$ cat src/rtl/wimax_block_interleaver_pkg.sv
// Shared constants and types for the 802.16 OFDM QPSK-1/2 block interleaver.
package wimax_block_interleaver_pkg;

    localparam int NCBPS_QPSK = 192;
    localparam int INTLV_D    = 16;

    typedef logic [$clog2(NCBPS_QPSK)-1:0] intlv_addr_t;

endpackage

$ cat src/rtl/wimax_block_interleaver_if.sv
// Bit-stream handshake bundle: FEC encoder -> interleaver -> QPSK modulator.
interface wimax_block_interleaver_if;

    logic in_valid;
    logic in_bit;
    logic in_ready;
    logic out_valid;
    logic out_bit;
    logic out_first;
    logic out_last;
    logic out_ready;

    modport master (
        output in_valid, in_bit, out_ready,
        input  in_ready, out_valid, out_bit, out_first, out_last
    );

    modport slave (
        input  in_valid, in_bit, out_ready,
        output in_ready, out_valid, out_bit, out_first, out_last
    );

endinterface

$ cat src/rtl/wimax_intlv_addr_gen.sv
// Row/column counters producing the permuted write address mk = ROWS*col + row
// without a divider; block_done pulses with the advance of the last bit of a block.
module wimax_intlv_addr_gen #(
    parameter int NCBPS = 192,
    parameter int D     = 16
) (
    input  logic                       clk,
    input  logic                       reset_N,
    input  logic                       advance,
    output logic [$clog2(NCBPS)-1:0]   mk,
    output logic                       block_done
);

    localparam int ROWS = NCBPS / D;
    localparam int AW   = $clog2(NCBPS);
    localparam int RW   = (ROWS > 1) ? $clog2(ROWS) : 1;
    localparam int CW   = (D > 1) ? $clog2(D) : 1;

    logic [RW-1:0] row_reg;
    logic [CW-1:0] col_reg;
    logic [AW-1:0] base_reg;   // always equals ROWS*col_reg, kept by repeated addition
    logic          row_last;
    logic          col_last;

    assign row_last   = (row_reg == RW'(ROWS - 1));
    assign col_last   = (col_reg == CW'(D - 1));
    assign block_done = advance && row_last && col_last;
    assign mk         = base_reg + AW'(row_reg);

    always_ff @(posedge clk or negedge reset_N) begin
        if (!reset_N) begin
            row_reg  <= '0;
            col_reg  <= '0;
            base_reg <= '0;
        end else if (advance) begin
            if (col_last) begin
                col_reg  <= '0;
                base_reg <= '0;
                row_reg  <= row_last ? '0 : row_reg + 1'b1;
            end else begin
                col_reg  <= col_reg + 1'b1;
                base_reg <= base_reg + AW'(ROWS);
            end
        end
    end

endmodule

$ cat src/rtl/wimax_block_interleaver.sv
// Ping-pong block interleaver: permuted writes into one bank while the other
// bank streams out in linear order, valid/ready on both sides.
module wimax_block_interleaver
    import wimax_block_interleaver_pkg::*;
#(
    parameter int NCBPS = NCBPS_QPSK,
    parameter int D     = INTLV_D
) (
    input  logic                         clk,
    input  logic                         reset_N,
    wimax_block_interleaver_if.slave     bus
);

    localparam int AW = $clog2(NCBPS);

    logic                  run_reg;
    logic [1:0]            full_reg;
    logic [1:0]            full_next;
    logic                  wr_sel_reg;
    logic                  rd_sel_reg;
    logic [AW-1:0]         rd_idx_reg;
    logic [AW-1:0]         mk;
    logic                  block_done;
    logic                  in_ready_w;
    logic                  out_valid_w;
    logic                  wr_fire;
    logic                  rd_fire;
    logic                  rd_last;
    logic [1:0][NCBPS-1:0] bank_q;

    // run_reg keeps in_ready low while reset is held and for the release cycle
    assign in_ready_w  = run_reg && !full_reg[wr_sel_reg];
    assign out_valid_w = full_reg[rd_sel_reg];
    assign wr_fire     = bus.in_valid && in_ready_w;
    assign rd_fire     = out_valid_w && bus.out_ready;
    assign rd_last     = (rd_idx_reg == AW'(NCBPS - 1));

    assign bus.in_ready  = in_ready_w;
    assign bus.out_valid = out_valid_w;
    assign bus.out_bit   = bank_q[rd_sel_reg][rd_idx_reg];
    assign bus.out_first = out_valid_w && (rd_idx_reg == '0);
    assign bus.out_last  = out_valid_w && rd_last;

    wimax_intlv_addr_gen #(
        .NCBPS (NCBPS),
        .D     (D)
    ) u_addr_gen (
        .clk        (clk),
        .reset_N    (reset_N),
        .advance    (wr_fire),
        .mk         (mk),
        .block_done (block_done)
    );

    // Completing and freeing always target different banks, so both may apply.
    always_comb begin
        full_next = full_reg;
        if (block_done)
            full_next[wr_sel_reg] = 1'b1;
        if (rd_fire && rd_last)
            full_next[rd_sel_reg] = 1'b0;
    end

    always_ff @(posedge clk or negedge reset_N) begin
        if (!reset_N) begin
            run_reg    <= 1'b0;
            full_reg   <= '0;
            wr_sel_reg <= 1'b0;
            rd_sel_reg <= 1'b0;
            rd_idx_reg <= '0;
        end else begin
            run_reg  <= 1'b1;
            full_reg <= full_next;
            if (block_done)
                wr_sel_reg <= ~wr_sel_reg;
            if (rd_fire) begin
                if (rd_last) begin
                    rd_idx_reg <= '0;
                    rd_sel_reg <= ~rd_sel_reg;
                end else begin
                    rd_idx_reg <= rd_idx_reg + 1'b1;
                end
            end
        end
    end

    genvar gi;
    generate
        for (gi = 0; gi < 2; gi++) begin : g_bank
            logic [NCBPS-1:0] bank_reg;

            always_ff @(posedge clk or negedge reset_N) begin
                if (!reset_N)
                    bank_reg <= '0;
                else if (wr_fire && (wr_sel_reg == 1'(gi)))
                    bank_reg[mk] <= bus.in_bit;
            end

            assign bank_q[gi] = bank_reg;
        end
    endgenerate

endmodule

$ cat src/flat_wrapper.sv
// flat-port wrapper written by rule: the top's interface ports become plain ports
module wimax_block_interleaver_flat import wimax_block_interleaver_pkg::*;
#(
    parameter int NCBPS = NCBPS_QPSK,
    parameter int D     = INTLV_D
)
  (clk, reset_N, bus_in_valid, bus_in_bit, bus_out_ready, bus_in_ready, bus_out_valid, bus_out_bit, bus_out_first, bus_out_last);
  wimax_block_interleaver_if bus_i ();
  input  logic clk;
  input  logic reset_N;
  input wire logic [$bits(bus_i.in_valid)-1:0] bus_in_valid;
  input wire logic [$bits(bus_i.in_bit)-1:0] bus_in_bit;
  input wire logic [$bits(bus_i.out_ready)-1:0] bus_out_ready;
  output wire logic [$bits(bus_i.in_ready)-1:0] bus_in_ready;
  output wire logic [$bits(bus_i.out_valid)-1:0] bus_out_valid;
  output wire logic [$bits(bus_i.out_bit)-1:0] bus_out_bit;
  output wire logic [$bits(bus_i.out_first)-1:0] bus_out_first;
  output wire logic [$bits(bus_i.out_last)-1:0] bus_out_last;
  assign bus_i.in_valid = bus_in_valid;
  assign bus_i.in_bit = bus_in_bit;
  assign bus_i.out_ready = bus_out_ready;
  assign bus_in_ready = bus_i.in_ready;
  assign bus_out_valid = bus_i.out_valid;
  assign bus_out_bit = bus_i.out_bit;
  assign bus_out_first = bus_i.out_first;
  assign bus_out_last = bus_i.out_last;
  wimax_block_interleaver #(.NCBPS(NCBPS), .D(D)) u_core (.clk(clk), .reset_N(reset_N), .bus(bus_i));
endmodule
$ cat config.mk
export PLATFORM = sky130hd
export DESIGN_NAME = wimax_block_interleaver_flat
export DESIGN_NICKNAME = d
export VERILOG_FILES = /design/src/rtl/wimax_block_interleaver_pkg.sv /design/src/rtl/wimax_block_interleaver_if.sv /design/src/rtl/wimax_intlv_addr_gen.sv /design/src/rtl/wimax_block_interleaver.sv /design/src/flat_wrapper.sv
export SDC_FILE = /design/constraint.sdc
export NUM_CORES = 1
export LEC_CHECK = 0
export CAP_MARGIN = 20
export CORE_MARGIN = 2
export CORE_UTILIZATION = 26
export CTS_CLUSTER_DIAMETER = 30
export DETAILED_ROUTE_END_ITERATION = 16
export PLACE_DENSITY = 0.37
export SYNTH_ARGS = -nofsm -noshare
export SYNTH_HDL_FRONTEND = slang
export SYNTH_SLANG_ARGS = --single-unit
$ cat constraint.sdc
create_clock -name clk -period 3.6 [get_ports clk]
set_input_delay 0.9 -clock clk [delete_from_list [all_inputs] [get_ports clk]]
set_output_delay 0.9 -clock clk [all_outputs]
set_load 0.02 [all_outputs]
Yosys cells after proc, flatten, opt, wreduce, memory -nomap -nowiden
Cells that the tools add are included.
{ "word_totals": {"regBits": 413, "out_inout_bits": 5} }
{ "classes": {"n_addsub": 5, "magnitude_cmp": 7, "eq_ne": 3, "mux": 22, "n_bitwise": 5, "n_reduce_logical": 17} }
{ "op_table": {"columns": ["cell", "count"], "rows": [
  ["$bwmux 192", 2],
  ["$mux 192", 2],
  ["$lt 8x9->1 const B", 2],
  ["$mux 8", 2],
  ["$logic_and 1x1->1", 13],
  ["$add 4x1->4 const B", 2],
  ["$add 8x1->8 const B", 1],
  ["$add 8x4->8", 1],
  ["$add 8x4->8 const B", 1],
  ["$bmux 1 s8", 1],
  ["$demux 1 s8", 1],
  ["$eq 4x4->1 const B", 2],
  ["$eq 8x8->1 const B", 1],
  ["$ge 8x1->1 const B", 1],
  ["$logic_not 8->1", 1],
  ["$mux 1", 8],
  ["$mux 4", 2],
  ["$lt 1x2->1 const B", 2],
  ["$mux 2", 2],
  ["$reduce_and 2->1", 2],
  ["$and 2x2->2", 1],
  ["$demux 1 s1", 2],
  ["$ge 1x1->1 const B", 2],
  ["$not 1->1", 2],
  ["other kinds (3)", 3]
]} }

Logic depth before layout (Yosys ltp)
{ "depth": {"depth_word": 10, "mapped_depth": 11, "depth_no_buf": 8} }

Hierarchy
A second synthesis with hierarchy kept.
{ "unflattened": {"cells_unflattened": 1914, "area_unflattened_um2": 21160.3} }
{ "modules_own_cells": {"columns": ["module", "instances", "cells_each", "area_per_inst_um2", "seq_area_each_um2"], "rows": [
  ["wimax_block_interleaver", 1, 1828, 20353.3, 9934.5],
  ["wimax_intlv_addr_gen", 1, 86, 807.0, 350.3]
]} }

Worst setup path after synthesis
No wires, ideal clock.
{ "synth_timing": {"path_type": "register to output", "startpoint": "reg u_core.rd_sel_reg", "endpoint": "out bus_out_bit", "arrival_time_ns": 2.157, "required_ns": 2.700, "path_slack_ns": 0.543, "path_stages_with_launch": 9, "path_buffers": 3, "cell_sequence": "dfrtp_1 > buf_6 > buf_4 > buf_4 > mux4_2 > a22oi_1 > a21oi_1 > o41ai_1 > and4b_1"} }
{ "synth_between": {"elab_chain_len": 4} }
{ "synth_rtl": {"columns": ["item", "line_no", "rtl"], "rows": [
  ["from (decl)", "wimax_block_interleaver.sv:20", "logic rd_sel_reg;"],
  ["from (signal assigned)", "wimax_block_interleaver.sv:79", "rd_sel_reg <= ~rd_sel_reg;"],
  ["$mux 192 (implied by the code) (2 in series)", "wimax_block_interleaver.sv:40", "assign bus.out_bit = bank_q[rd_sel_reg][rd_idx_reg];"],
  ["$bmux 1 s8", "wimax_block_interleaver.sv:40", null],
  ["$mux 1 (implied by the code)", "wimax_block_interleaver.sv:40", null],
  ["to (decl)", "flat_wrapper.sv:16", "output wire logic [$bits(bus_i.out_bit)-1:0] bus_out_bit;"]
]} }
No other way between the ends. The select of a mux whose other input is x is not followed.

Worst setup path after layout
Ends and elaborated chain as after synthesis.

==> impl_summary.log <==
INFO  metric setup_total_negative_slack = -0.643 ns
INFO  metric seq_power_share = 0.296
INFO  metric worst_hold_margin = 0.210 ns
INFO  metric syn2layout_area_growth = 30.2%
INFO  metric intPower = 0.0128 W
INFO  metric dp_hpwl = 43,200 um
INFO  metric power.switching = 0.00432 W
INFO  metric fp.dieArea = 82,900 sq um
INFO  metric fin_crit_sh = 1.18
INFO  metric fin_skew = 0.0238 ns
INFO  metric layout.cells.most_common = sky130_fd_sc_hd__dfrtp_1
INFO  metric number_of_top_level_design_ports = 10
INFO  metric post_placement_setup_slack = -0.261 ns
INFO  metric grt.met2_usage = 0.273
INFO  metric grt_overflow = 0
INFO  metric wl_per_cell = 22.6 um
INFO  metric design.core.area = 80,200 sq um
INFO  metric routed_wl = 68,900 um
INFO  metric outcome = finished with violations
INFO  metric grt_setup_unrepaired = yes
INFO  metric worstRegToRegCells = 7
INFO  metric via_to_cell_ratio = 4.70
INFO  metric groute.usage.overall = 0.169
INFO  metric routed-via-count = 14,300
INFO  metric period_needed = 4.24 ns
INFO  metric gr-max-usage-layer = met2
INFO  metric cp-start-kind = flip-flop
INFO  metric synthDominantAreaCellType = sky130_fd_sc_hd__dfrtp_1
INFO  metric place.detailed.instances = 2,834
INFO  metric synth-warning-count = 0
INFO  metric violations = setup timing
INFO  metric grt_start_max_net_pins = 116
INFO  metric timing_hold_violations_final = 0
INFO  metric cts-hold-fix-buffers = 0
INFO  metric diodes = 0
INFO  metric comb_power_share = 0.093
INFO  metric root_buffer = sky130_fd_sc_hd__clkbuf_16
INFO  metric cts_htree_levels = 3
INFO  metric grt_pass1_wl = 104,000 um
INFO  metric peak_freq = 0.236 GHz
INFO  metric synth.cell_area = 21,000 sq um
INFO  metric yosys_register_bits = 411
INFO  metric max-cap-violations = 0
INFO  metric drc_errors = 0
INFO  metric tritoncts.num_buffers = 117
INFO  metric hp-class = in2async
INFO  metric pwr_density_cell = 627 nW/um^2
INFO  metric irDropWorstVdd = 0.473 mV
INFO  metric power.switching_fraction = 0.252
INFO  metric timing.final.setup_violations = 1
INFO  metric groute.layer.met1.usage = 0.231
INFO  metric drive_above_1_share = 0.419
INFO  metric worst_ep_arrival_time = 3.34 ns
INFO  metric slew_headroom = 0.502
INFO  metric die-width = 288 um
INFO  metric ys_dominant_reg_cell = sky130_fd_sc_hd__dfrtp_1
INFO  metric grtUsageMet3 = 0.0287
INFO  metric vias_in_the_first_global_route = 15,300
INFO  metric clkSinkCount = 411
INFO  metric cts.clk_slew.worst_paths = 0.04 ns
INFO  metric worstPathMaxFanout = 4
INFO  metric setup_slack_on_the_worst_flop_to_flop_path = 0.63 ns
INFO  metric synthCells = 1,775
INFO  metric critPathSlowestCell = sky130_fd_sc_hd__mux4_2
INFO  metric ctsLongestPathBuffers = 3
INFO  metric post-route-worst-setup-slack = -0.643 ns
INFO  metric clock_tree_from_tritoncts = built
INFO  metric antenna_left = 0
INFO  metric routability_congestion_estimate_from_global_placement = 0.743
INFO  metric yosys.area.top_type_share = 0.491
INFO  metric leakage = 12.6 nW
INFO  metric postSynthAreaPerCell = 11.8 sq um
INFO  metric layout.nets = 1,916
INFO  metric worstPathCellList = buf_12, mux4_2, mux2_2, or3_1, o211ai_1, buf_4, a32oi_4, o41ai_4, and4b_2, buf_6
INFO  metric async_reset_ff_frac = 1.00
INFO  metric drt_first_pass_iters = 4
INFO  metric synth_edf_count = 0
INFO  metric detailedRoute.firstIterationViolations = 715
INFO  metric clk_latency = 0.65 ns
INFO  metric largest_register_ffs = 384
INFO  metric clkPwrFrac = 0.611
INFO  metric most-common-layout-cells = sky130_fd_sc_hd__dfrtp_1 (408), sky130_fd_sc_hd__mux2_2 (384), sky130_fd_sc_hd__nor2_1 (349), sky130_fd_sc_hd__nand2_1 (130), sky130_fd_sc_hd__clkbuf_16 (118)
INFO  metric io_buffer_count = 9
INFO  metric worst_path_largest_cell_delay = 0.50 ns
INFO  metric synth.net_count = 1,791
INFO  metric yosysUniqueCellTypes = 66
INFO  metric synth.yosys.seq_area_share = 0.491
INFO  metric final_cell_count_no_fill = 3,054
INFO  metric antenna_violations_before_repair = 1
INFO  metric fp.dieH = 288 um
INFO  metric post_synth_main_area_contributors = sky130_fd_sc_hd__dfrtp_1 (49%), sky130_fd_sc_hd__mux2_2 (21%), sky130_fd_sc_hd__mux4_2 (7.9%)
INFO  metric critPathKind = reg2out
INFO  metric slew_viol_final = 0
INFO  metric initial_standard_cell_utilization_of_the_core = 0.262
INFO  metric required = 2.70 ns
INFO  metric worst_setup_path_end_kind = primary output
INFO  metric worst-slew-pin-transition = 0.746 ns
INFO  metric count_of_standard_cell_rows = 104
## repair_timing
item,4_1_cts,5_1_grt
setup endpoints to repair,3,3
hold endpoints to repair,0,0
setup buffers,6,1
gates resized for setup,50,12
pin swaps,9,2
cloned,1,0
## metal layers
metal	vias to the layer above	share of wire	wire [um]
li1	6515	-	-
met2	242	0.47	32700
met4	0	0.022	1480
met5	-	0	0
met1	7486	0.47	32400
met3	102	0.035	2390
## power groups by stage
stage	clock network (W)	registers, W	logic [W]
global route	0.0109	0.00510	0.00172
CTS	0.0106	0.00507	0.00163
finish	0.0105	0.00507	0.00158
floorplan	0	0.00504	0.000860
detailed placement	0	0.00514	0.00162
global placement	0	0.00513	0.00161
## final timing paths
check,startpoint,end
worst min register to register,u_core.u_addr_gen.col_reg[3],u_core.u_addr_gen.col_reg[3]
max in group asynchronous,reset_N,u_core.g_bank[0].bank_reg[34]
worst max-delay path,u_core.rd_sel_reg,bus_out_bit
min in group clk,u_core.u_addr_gen.col_reg[3],u_core.u_addr_gen.col_reg[3]
worst min-delay path,reset_N,u_core.u_addr_gen.col_reg[3]
worst max register to register,u_core.u_addr_gen.row_reg[3],u_core.g_bank[0].bank_reg[119]
## cells by family (layout without fill, tap and decap cells)
logic type,Yosys count,count (layout),synth area share
buffers and inverters,161,380,0.0358
AND/OR/NAND/NOR,558,558,0.110
flip-flops,411,411,0.491
other,1,1,0.000179
XOR/XNOR,15,15,0.00627
adder cells (fa/ha/maj),11,11,0.00657
multiplexers,511,511,0.314
AO/OA/AOI/OAI,107,107,0.0358
## cell usage after synthesis (5+ instances only)
cell type,instances
sky130_fd_sc_hd__nor2_1,349
sky130_fd_sc_hd__buf_2,24
sky130_fd_sc_hd__a22oi_1,19
sky130_fd_sc_hd__nand3b_1,5
sky130_fd_sc_hd__nor2b_1,8
sky130_fd_sc_hd__mux2_1,5
sky130_fd_sc_hd__inv_1,8
sky130_fd_sc_hd__o211ai_1,6
sky130_fd_sc_hd__mux2i_1,44
sky130_fd_sc_hd__and3_1,11
sky130_fd_sc_hd__xnor2_1,11
sky130_fd_sc_hd__and2_1,21
sky130_fd_sc_hd__dfrtp_1,411
sky130_fd_sc_hd__ha_1,11
sky130_fd_sc_hd__a31oi_1,5
sky130_fd_sc_hd__a21oi_1,13
sky130_fd_sc_hd__mux2_2,384
sky130_fd_sc_hd__clkbuf_1,101
sky130_fd_sc_hd__o2111ai_1,5
sky130_fd_sc_hd__o21ai_0,22
sky130_fd_sc_hd__buf_4,15
sky130_fd_sc_hd__nand2_1,130
sky130_fd_sc_hd__mux4_2,74
sky130_fd_sc_hd__nand3_1,11
## area by class of cell
cell class	count	area (sq um)
fillers	8001	52900
flip-flops and latches	411	10300
multi-input cells	1203	10000
clock buffers	165	3370
repair buffers	157	1560
well taps	1060	1330
clock inverters	48	668
inverters	10	38.8
## worst max-delay path: cells and delay by family, from the launching register on
family / cells / cell delay (ns)
buffers and inverters: 3 / 0.48
AND/OR/NAND/NOR: 2 / 0.63
AO/OA/AOI/OAI: 3 / 0.34
multiplexers: 2 / 0.77
flip-flops: 1 / 0.49
## through the flow
step                 util  power, W  cell area (sq um)
floorplan               -   0.00590              21000
global placement    0.286   0.00674              22900
detailed placement  0.286   0.00676              22900
CTS                 0.340    0.0174              27200
global route        0.340    0.0178              27300
finish              0.340    0.0171              27300
Note: power is estimated with default switching activity, not from simulation.
==> RTL edit 1, RTL diff (config.mk and constraints unchanged) <==
`INTLV_D`: 16 -> 32.
--- a/src/rtl/wimax_block_interleaver_pkg.sv
+++ b/src/rtl/wimax_block_interleaver_pkg.sv
@@ -4,3 +4,3 @@
     localparam int NCBPS_QPSK = 192;
-    localparam int INTLV_D    = 16;
+    localparam int INTLV_D    = 32;
 
Behaviour: same outputs for any inputs over 4 cycles, from zero or initial values and one cycle with reset_N low; that may be too few to reach the edited logic, so the function may still have changed.
==> RTL edit 1 against the original RTL <==
The run still ends with negative setup slack left; synthesized cell count is 0.23% lower; worst setup slack better by 0.065 ns; worst hold slack improved by 0.035 ns; sequential cell count grew 1; power is 6.2% higher; wire length up 2.7%; design area grew 3.8%; area after synthesis grew 0.20%; critical path type unchanged.
==> RTL edit 1: results (changes against the original RTL) <==
count of final setup violators 1 (unchanged); vias after detailed routing 14,900 (+3.6%); count of multi-input gates 1,212 (+0.75%); min setup slack post-route -0.578 ns (+0.0648 ns); worst slack on hold paths 0.245 ns (+0.0354 ns); top area cells in the synthesized netlist sky130_fd_sc_hd__dfrtp_1, sky130_fd_sc_hd__mux2_2, sky130_fd_sc_hd__mux4_2; final HPWL from detailed placement 45.1 mm (+4.4%); final instance area 28,300 sq um (+3.8%); Static Leak 12.9 nW (+2.7%); fraction of the mapped netlist area in adder cells 0.00477 (-0.00180); fraction of standard cell area that is sequential 0.364 (-0.0130); Non-clock buffering overhead 0.0648 (+0.00760); endpoint of the most critical register-to-register path u_core.g_bank[1].bank_reg[108]$_DFFE_PN0P_; Clock buffer cells 159 (-3.6%); First DRT Iteration DRCs 973 (+36%); status finished with violations; ant diodes 1 (+1); signal arrival time at the worst endpoint 3.28 ns (-0.06 ns); GPL Wtd Cong 0.779 (+4.9%); depth of the worst register-to-register path 9 (+2); number of detailed-route iterations in the first pass 5 (+1); part of the Yosys area used for sequential elements 0.491 (about the same); Post-DP Area 23,300 sq um (+1.5%); quantity of gates resized following cts 52 (+4.0%); maximum fanout along the worst path 7 (+3); Post-Syn Nets 1,784 (-0.39%); violations in the final reports negative setup slack; global-route wire length before repair 105 mm (+1.3%)
==> RTL edit 1: cell types whose count changed after synthesis, moves of 10 or more <==
| cell | change |
|---|---|
| sky130_fd_sc_hd__clkbuf_1 | -16 |
| sky130_fd_sc_hd__nand2_1 | +156 |
| sky130_fd_sc_hd__nor2_1 | -180 |
| sky130_fd_sc_hd__nor2_2 | +25 |
| sky130_fd_sc_hd__mux2_2 | -41 |
| sky130_fd_sc_hd__buf_2 | +10 |
| sky130_fd_sc_hd__mux4_2 | +10 |
| sky130_fd_sc_hd__and2_1 | -16 |
| sky130_fd_sc_hd__mux2_1 | +41 |
==> RTL edit 1: where the power goes <==
| group | switching, mW | total (mW) | internal (mW) |
|---|---|---|---|
| logic | 0.930 | 1.33 | 0.401 |
| registers | 0.160 | 5.03 | 4.87 |
| clock network | 3.12 | 11.8 | 8.70 |
| total | 4.21 | 18.2 | 14.0 |
==> RTL edit 1: layer usage <==
layer | vias up | track usage | share of wire
met3 | 118 | 0.0273 | 0.039
li1 | 6617 | - | -
met1 | 7819 | 0.237 | 0.47
met2 | 303 | 0.272 | 0.47
met4 | 0 | 0.0639 | 0.027
met5 | - | 0 | 0
==> RTL edit 1: critical path, stage by stage (launching register included) <==
cell                       delay, ns
sky130_fd_sc_hd__dfrtp_4        0.53
sky130_fd_sc_hd__buf_12         0.17
sky130_fd_sc_hd__mux4_2         0.51
sky130_fd_sc_hd__mux4_2         0.53
sky130_fd_sc_hd__a21oi_2        0.17
sky130_fd_sc_hd__nor2_1         0.07
sky130_fd_sc_hd__nor3_2         0.19
sky130_fd_sc_hd__buf_4          0.18
sky130_fd_sc_hd__o311ai_4       0.11
sky130_fd_sc_hd__buf_6          0.17
==> RTL edit 2, RTL diff (config.mk and constraints unchanged) <==
Made on the original files. Make the reset (`reset_N`) synchronous in 3 clocked blocks.
--- a/src/rtl/wimax_intlv_addr_gen.sv
+++ b/src/rtl/wimax_intlv_addr_gen.sv
@@ -29,3 +29,3 @@
 
-    always_ff @(posedge clk or negedge reset_N) begin
+    always_ff @(posedge clk) begin
         if (!reset_N) begin
--- a/src/rtl/wimax_block_interleaver.sv
+++ b/src/rtl/wimax_block_interleaver.sv
@@ -63,3 +63,3 @@
 
-    always_ff @(posedge clk or negedge reset_N) begin
+    always_ff @(posedge clk) begin
         if (!reset_N) begin
@@ -91,3 +91,3 @@
 
-            always_ff @(posedge clk or negedge reset_N) begin
+            always_ff @(posedge clk) begin
                 if (!reset_N)
Behaviour: differs if reset_N is asserted again (counterexample within 4 cycles, from zero or initial values and one cycle with reset_N low); with reset_N held inactive, the same outputs for 4 cycles.
==> RTL edit 2 against the original RTL <==
The flow still finishes with violations (negative setup slack); area after synthesis shrank 9.8%; non-clock buffer count grew 16; sequential cell count is the same; worst setup slack lost 0.021 ns; synthesized cell count grew 29%; design area shrank 8.3%; wire length grew 24%; global-route usage grew 5.7 points; critical path type unchanged; largest cell class is now multi-input combinational cells.
Power is not compared: it rests on default switching activity, and its combinational part moved more than twofold at a synthesized area within 25%.
==> RTL edit 2: results (changes against the original RTL) <==
placed cell count 3,177 (+12%); depth of the worst register-to-register path 8 (+1); synthesized area per cell 8.26 sq um (-30%); final-layout clock-cell area share 0.166 (+0.0182); fraction of the mapped netlist area in adder cells 0.00728 (+0.000716); global-route wire length before repair 125 mm (+20%); top cell types by occurrence after synthesis sky130_fd_sc_hd__nor2_1, sky130_fd_sc_hd__dfxtp_1, sky130_fd_sc_hd__a21oi_1; vias after detailed routing 18,100 (+26%); fraction of final layout cells with drive strength greater than 1 0.199 (-0.220); Largest delay share family, worst path compound AO/OA/AOI/OAI gates; global-route total usage across every layer 0.226 (+0.0571); top area cells in the synthesized netlist sky130_fd_sc_hd__dfxtp_1, sky130_fd_sc_hd__a21oi_1, sky130_fd_sc_hd__o21ai_0; part of the Yosys area used for sequential elements 0.435 (-0.0553); drt via density 5.31 (+13%); number of detailed-route iterations in the first pass 5 (+1); min setup slack post-route -0.664 ns (-0.0215 ns); count of buffers not belonging to the clock network in the layout 173 (+10%); routed len/inst 25.0 um (+11%); ant diodes 1 (+1); fraction of registers with async set or reset after synthesis 0 (-1.00); Layout Utilization 0.349 (+0.00832); sum of negative setup slack -0.664 ns (-0.0215 ns); largest net degree at the start of global routing 91 (-22%); Synth Area in Compound Gates 0.233 (+0.197); Post-DP Area 20,600 sq um (-10%); number of distinct library cells after synthesis 48 (-27%); number of fill cells in the layout 7,349 (-8.1%); fraction of standard cell area that is sequential 0.329 (-0.0478); reg-to-reg startpoint u_core.u_addr_gen.row_reg[3]$_SDFFE_PN0P_; status finished with violations; post-placement worst setup slack -0.333 ns (-0.0725 ns); fraction of area in multi-input gates 0.392 (+0.0246); critical path startpoint u_core.rd_idx_reg[0]$_SDFFE_PN0P_; worst slack on hold paths 0.458 ns (+0.249 ns); Synth Area in XOR/XNOR 0.00927 (+0.00300); endpoint of the most critical register-to-register path u_core.g_bank[1].bank_reg[124]$_SDFFE_PN0P_; multiplexer area fraction after synthesis 0.126 (-0.188); Fin Clk Skew 0.0248 ns (+0.000950 ns); final-stage net count 2,378 (+24%); GPL Wtd Cong 0.815 (+9.7%); violations in the final reports negative setup slack; Inserted Clock Buffers 121 (+3.4%); Tightest Pin Transition 0.864 ns (+0.118 ns); initial antenna violation count 4 (+3); reg-to-reg setup timing slack 0.42 ns (-0.21 ns); Non-clock buffering overhead 0.0627 (+0.00554); count of final setup violators 1 (unchanged); signal arrival time at the worst endpoint 3.36 ns (+0.02 ns); maximum fanout along the worst path 9 (+5); dominant combinational cell family by area after synthesis compound AO/OA/AOI/OAI gates; via count of the first global-routing pass 17,800 (+16%)
RTL edit 2: power by group through the flow:
stage	Sequential (mW)	Combinational [mW]	Clock [mW]
6_report	4.58	0.395	10.6
5_1_grt	4.58	0.429	11.0
4_1_cts	4.58	0.388	10.8
3_5_place_dp	4.66	0.386	0
3_3_place_gp	4.66	0.382	0
2_1_floorplan	4.66	0.222	0
RTL edit 2: per-layer routing:
layer	up-vias	wire [um]	track usage	share of wire
met5	-	26	0	0.00030
met2	715	37300	0.344	0.44
met1	9012	39600	0.322	0.46
met4	4	2330	0.0784	0.027
met3	144	6090	0.0377	0.071
li1	8251	-	-	-
RTL edit 2: repair_timing:
item                       in CTS  in global routing
setup buffers                  10                  0
resized for setup              27                 14
setup endpoints to repair       4                  4
cloned                          1                  0
pin swaps                       7                  2
